`src/rtl/tty_rx_checker_pkg.sv`:
```
// Shared constants, state encodings and helpers for the TTY receive checker.
package tty_rx_checker_pkg;

  localparam logic [6:0]  CHR_FIRST    = 7'h20;
  localparam logic [6:0]  CHR_LAST     = 7'h7E;
  localparam logic [6:0]  CHR_CR       = 7'h0D;
  localparam logic [6:0]  CHR_LF       = 7'h0A;
  localparam int unsigned TTY_LINE_LEN = 80;

  typedef enum logic [1:0] {
    RX_IDLE  = 2'd0,
    RX_START = 2'd1,
    RX_DATA  = 2'd2,
    RX_STOP  = 2'd3
  } rx_state_e;

  typedef enum logic [2:0] {
    PH_HUNT    = 3'd0,
    PH_FIRST   = 3'd1,
    PH_CHARS   = 3'd2,
    PH_WANT_CR = 3'd3,
    PH_WANT_LF = 3'd4
  } chk_phase_e;

  // Next character of the printable pattern, wrapping 0x7E back to 0x20.
  function automatic logic [6:0] next_char(input logic [6:0] c);
    return (c == CHR_LAST) ? CHR_FIRST : c + 7'd1;
  endfunction

endpackage

```
`src/rtl/uart_rx_core.sv`:
```
// 8N1 receiver: 2-flop synchroniser, falling-edge start detect, mid-bit sampling.
module uart_rx_core
  import tty_rx_checker_pkg::*;
#(
  parameter int unsigned CLKS_PER_BIT = 10417
) (
  input  logic       clk100,
  input  logic       resetn,
  input  logic       rx,
  output logic [7:0] rx_byte,
  output logic       byte_valid,
  output logic       frame_err
);

  localparam int unsigned CW = $clog2(CLKS_PER_BIT);
  localparam logic [CW-1:0] HALF_LOAD = CW'(CLKS_PER_BIT / 2 - 1);
  localparam logic [CW-1:0] FULL_LOAD = CW'(CLKS_PER_BIT - 1);

  logic [1:0]    r_sync;
  logic [1:0]    r_warm;
  logic          r_prev;
  rx_state_e     r_state;
  logic [CW-1:0] r_cnt;
  logic [2:0]    r_bit;
  logic [7:0]    r_shift;
  logic [7:0]    r_byte;
  logic          r_byte_valid;
  logic          r_frame_err;

  logic w_rx;
  logic w_fall;
  logic w_expire;

  assign w_rx     = r_sync[1];
  // r_prev stays low until the synchroniser holds real line samples, so a line
  // already low when reset is released never looks like a start edge.
  assign w_fall   = r_prev & ~w_rx;
  assign w_expire = (r_cnt == '0);

  always_ff @(posedge clk100 or negedge resetn) begin
    if (!resetn) begin
      r_sync       <= 2'b11;
      r_warm       <= 2'd0;
      r_prev       <= 1'b0;
      r_state      <= RX_IDLE;
      r_cnt        <= '0;
      r_bit        <= 3'd0;
      r_shift      <= 8'd0;
      r_byte       <= 8'd0;
      r_byte_valid <= 1'b0;
      r_frame_err  <= 1'b0;
    end else begin
      r_sync       <= {r_sync[0], rx};
      r_byte_valid <= 1'b0;
      r_frame_err  <= 1'b0;
      if (r_warm != 2'd2) r_warm <= r_warm + 2'd1;
      r_prev <= (r_warm == 2'd2) ? w_rx : 1'b0;

      case (r_state)
        RX_IDLE: begin
          if (w_fall) begin
            r_cnt   <= HALF_LOAD;
            r_state <= RX_START;
          end
        end
        RX_START: begin
          if (!w_expire) begin
            r_cnt <= r_cnt - CW'(1);
          end else if (!w_rx) begin
            r_cnt   <= FULL_LOAD;
            r_bit   <= 3'd0;
            r_state <= RX_DATA;
          end else begin
            r_state <= RX_IDLE;
          end
        end
        RX_DATA: begin
          if (!w_expire) begin
            r_cnt <= r_cnt - CW'(1);
          end else begin
            r_shift <= {w_rx, r_shift[7:1]};
            r_cnt   <= FULL_LOAD;
            if (r_bit == 3'd7) r_state <= RX_STOP;
            else               r_bit   <= r_bit + 3'd1;
          end
        end
        RX_STOP: begin
          if (!w_expire) begin
            r_cnt <= r_cnt - CW'(1);
          end else begin
            if (w_rx) begin
              r_byte       <= r_shift;
              r_byte_valid <= 1'b1;
            end else begin
              r_frame_err  <= 1'b1;
            end
            r_state <= RX_IDLE;
          end
        end
        default: r_state <= RX_IDLE;
      endcase
    end
  end

  assign rx_byte    = r_byte;
  assign byte_valid = r_byte_valid;
  assign frame_err  = r_frame_err;

endmodule

```
`config.mk`:
```
export PLATFORM = sky130hd
export DESIGN_NAME = uart_rx_core
export DESIGN_NICKNAME = d
export VERILOG_FILES = /design/src/rtl/tty_rx_checker_pkg.sv /design/src/rtl/uart_rx_core.sv
export SDC_FILE = /design/constraint.sdc
export NUM_CORES = 1
export LEC_CHECK = 0
export ABC_AREA = 1
export CAP_MARGIN = 25
export CORE_AREA = 10 10 77 79
export CTS_BUF_LIST = sky130_fd_sc_hd__clkbuf_8 sky130_fd_sc_hd__clkbuf_16
export CTS_CLUSTER_SIZE = 24
export DETAILED_ROUTE_END_ITERATION = 8
export DIE_AREA = 0 0 87 89
export GPL_ROUTABILITY_DRIVEN = 1
export HOLD_SLACK_MARGIN = 0.03
export PLACE_DENSITY = 0.8
export REMOVE_ABC_BUFFERS = 1
export SETUP_SLACK_MARGIN = 0.1
export SYNTH_ARGS = -nofsm -noshare
export SYNTH_HDL_FRONTEND = slang
export SYNTH_SLANG_ARGS = --single-unit
```
`constraint.sdc`:
```
create_clock -name clk100 -period 2.3 [get_ports clk100]
set_clock_uncertainty 0.15 [all_clocks]
set_input_delay 0.69 -clock clk100 [delete_from_list [all_inputs] [get_ports clk100]]
set_output_delay 0.69 -clock clk100 [all_outputs]
set_load 0.02 [all_outputs]
```
==> summary.md <==
| Metric | Value |
|---|---|
| Number of synthesized flops with an enable pin | 0 |
| Diode count | 0 |
| IO Port Bufs | 12 |
| Sw frac | 41.1% |
| Post-CTS setup buffers | 0 |
| Top cell type's share of synthesized area | 42.5% |
| Core Footprint | 4540 µm² |
| Row Count | 25 |
| Sink Count | 42 |
| Clk pin slew, worst setup/hold paths | 80 ps |
| Top Ports | 13 |
| Tcrit/Tclk final | 91.8% |
| Hold Vio Cnt, Final | 0 |
| Most frequent cell after synthesis | nand2_1 |
| Sequential cell area | 1050 µm² |
| Predominant post-synthesis flop cell | dfrtp_1 |
| Ys Warns | 0 |
| Drc violations | 0 |
| Pre-CTS setup slack | 405 ps |
| RSZ-0062 raised after global routing | false |
| Vias post-DR | 1858 |
| Slew Viols, Final | 0 |
| Critical Path RT | 1460 ps |
| CP Cell Sequence | clkdlybuf4s50_1 |
| Wire length per cell | 12.3 µm |
| Crit path largest cell delay | 620 ps |
| Final min period | 2110 ps |
| First-pass DRT Iterations | 4 |
| Top post-synthesis cells by area | dfrtp_1 43%, nand2_1 15%, ha_1 5.3% |
| Post-cts gate resize count | 0 |
| FF-to-FF setup slack | 410 ps |
| Area delta synth->final | 12.1% |
| Num CTS Buffers | 5 |
| H-tree depth | 2 |
| Root buf cell | clkbuf_8 |
| Combinational power share | 38.4% |
| Filler cells | 391 |
| Footprint of the multi-input gates | 1150 µm² |
| Remaining global-route overflow | 0 |
| Buffers & Inverters on Critical Path | 1 |
| Synth cell types | 29 |
| Largest net degree at the start of global routing | 43 |
| Detailed placement HPWL | 3.31 mm |
| Die width | 87 µm |
| Layout cells sized above 1 | 13.1% |
| Initial core utilization | 51.9% |
| Peak Freq | 474 MHz |
| Antenna violations before repair | 0 |
| Ys async rst share | 100% |
| Final std cells w/o fill | 367 |
| GR Util All Layers | 13.0% |
| Status | finished, final reports clean |
| Max-cap violations | 0 |
| Vias per cell | 5.06 |
| Min-Delay Path Class | reg -> reg |
| Clock Latency Late Sink | 300 ps |
| Crit Path Max Fanout | 2 |
| Switching pwr | 0.00101 W |
| Placed insts | 359 |
| Worst path top cell family by delay | buffers and inverters |
| Hold buffers post-CTS | 0 |
| Final core utilization | 58.2% |
| Area leader, netlist | dfrtp_1 |
| Measured slew at the worst slew-check pin | 527 ps |
| Vias in the first global route | 1895 |
| Max clock buf depth | 2 |
| VDD IR max | 462 µV |
| Pwr per Cell Area | 928 nW/µm² |
| Total die area | 7740 µm² |
| Slew headroom | 64.9% |
| Int Pwr | 0.00144 W |
| Slowest-stage cell, CP | clkdlybuf4s50_1 |
| Part of the power in registers | 37.8% |
| Syn avg cell area | 8.01 µm² |
| Mapped Area | 2350 µm² |
| Sequential share of the synthesized area | 44.8% |
| Commonest cells in the netlist | 93 x nand2_1, 40 x dfrtp_1, 33 x inv_1 |
| CP Data Arrival Time | 1270 ps |
| NumNets Final | 325 |
| Post-route ant nets | 0 |
| DRT Wirelength | 4.53 mm |
| TritonCTS clock tree | yes |
| TNS Setup | 0 ps |
| Seq cells post-synth | 42 |
| Setup violators final | 0 |
| Gpl congestion | 0.815 |
| Static leakage | 1.31 nW |
| CP Capture Type | output pin |
| Global-route wire length before repair | 8.20 mm |
| Die span in y | 89 µm |
| Worst setup path category | reg -> out |
| Starting DRT DRC Count | 87 |
| CP startpoint kind | flip-flop |
| Clock power share | 23.7% |
| PnR worst setup slack | 190 ps |
| Mapped Cells | 294 |
==> power groups by stage <==
stage / logic (W) / registers (W) / clock network [W]
2_1_floorplan: 0.000749 / 0.000917 / 0
3_3_place_gp: 0.000914 / 0.000936 / 0
3_5_place_dp: 0.000936 / 0.000940 / 0
4_1_cts: 0.000941 / 0.000926 / 0.000595
5_1_grt: 0.00107 / 0.000941 / 0.000629
6_report: 0.000941 / 0.000926 / 0.000581
==> placed cells by master (no fill, tap or decap), types with 4 or more instances in the layout <==
master           instances
a21oi_1                  8
clkbuf_8                 5
clkdlybuf4s50_1         11
dfrtp_1                 40
ha_1                    10
inv_1                   34
nand2_1                 93
nand3_1                 21
nand4_1                  4
nor2_1                  29
nor2_2                   5
nor2_4                   4
o21ai_1                 11
o21ai_2                  8
==> state kept, by name, summed over array words and instances, names as in the netlist, named ones only <==
| name | count |
|---|---|
| frame_err | 1 |
| rx_byte | 8 |
| r_sync | 2 |
| r_bit | 3 |
| byte_valid | 1 |
| r_cnt | 14 |
| r_prev | 1 |
| r_state | 1 |
| r_warm | 2 |
| r_shift | 8 |
==> area by class of cell <==
cell class	count	share of cell area (%)
timing repair buffer	13	4.65
sequential	42	39.9
clock inverter	3	1.57
multi-input combinational	214	43.5
tap	54	2.56
clock buffer	5	2.61
inverter	36	5.12
==> final timing paths <==
kind / end / depth (start not counted) / startpoint
setup / recovery: rx_byte[4] / 1 / rx_byte[4]
hold / removal: r_sync[1] / 0 / r_sync[0]
setup reg to reg: rx_byte[5] / 7 / r_cnt[0]
hold reg to reg: r_sync[1] / 0 / r_sync[0]
max in group asynchronous: r_sync[1] / 2 / resetn
min in group asynchronous: r_cnt[10] / 2 / resetn
==> through the flow <==
step	power, W	hold WS (ps)	area, µm²
floorplan	0.00167	195	2340
global placement	0.00185	197	2530
detailed placement	0.00188	201	2530
CTS	0.00246	213	2640
global route	0.00264	218	2640
finish	0.00245	212	2640
==> routing by layer <==
| layer | track usage (%) | wire length (µm) | share of wire (%) | vias up |
|---|---|---|---|---|
| met1 | 15.7 | 2150 | 48 | 859 |
| met2 | 21.3 | 2100 | 46 | 36 |
| li1 | - | - | - | 959 |
| met4 | 3.68 | 31 | 0.68 | 0 |
| met5 | 0 | 0 | 0 | - |
| met3 | 4.47 | 241 | 5.3 | 4 |
==> cells by family (layout without fill, tap and decap cells) <==
group,count (synthesis),after routing,share of synthesized area [%]
adder cells (fa/ha/maj),10,10,5.32
AND/OR/NAND/NOR,170,170,34.3
XOR/XNOR,4,4,1.49
flip-flops,42,42,44.8
AO/OA/AOI/OAI,30,30,7.66
buffers and inverters,38,57,6.43
Power figures use the tool's default switching activity.
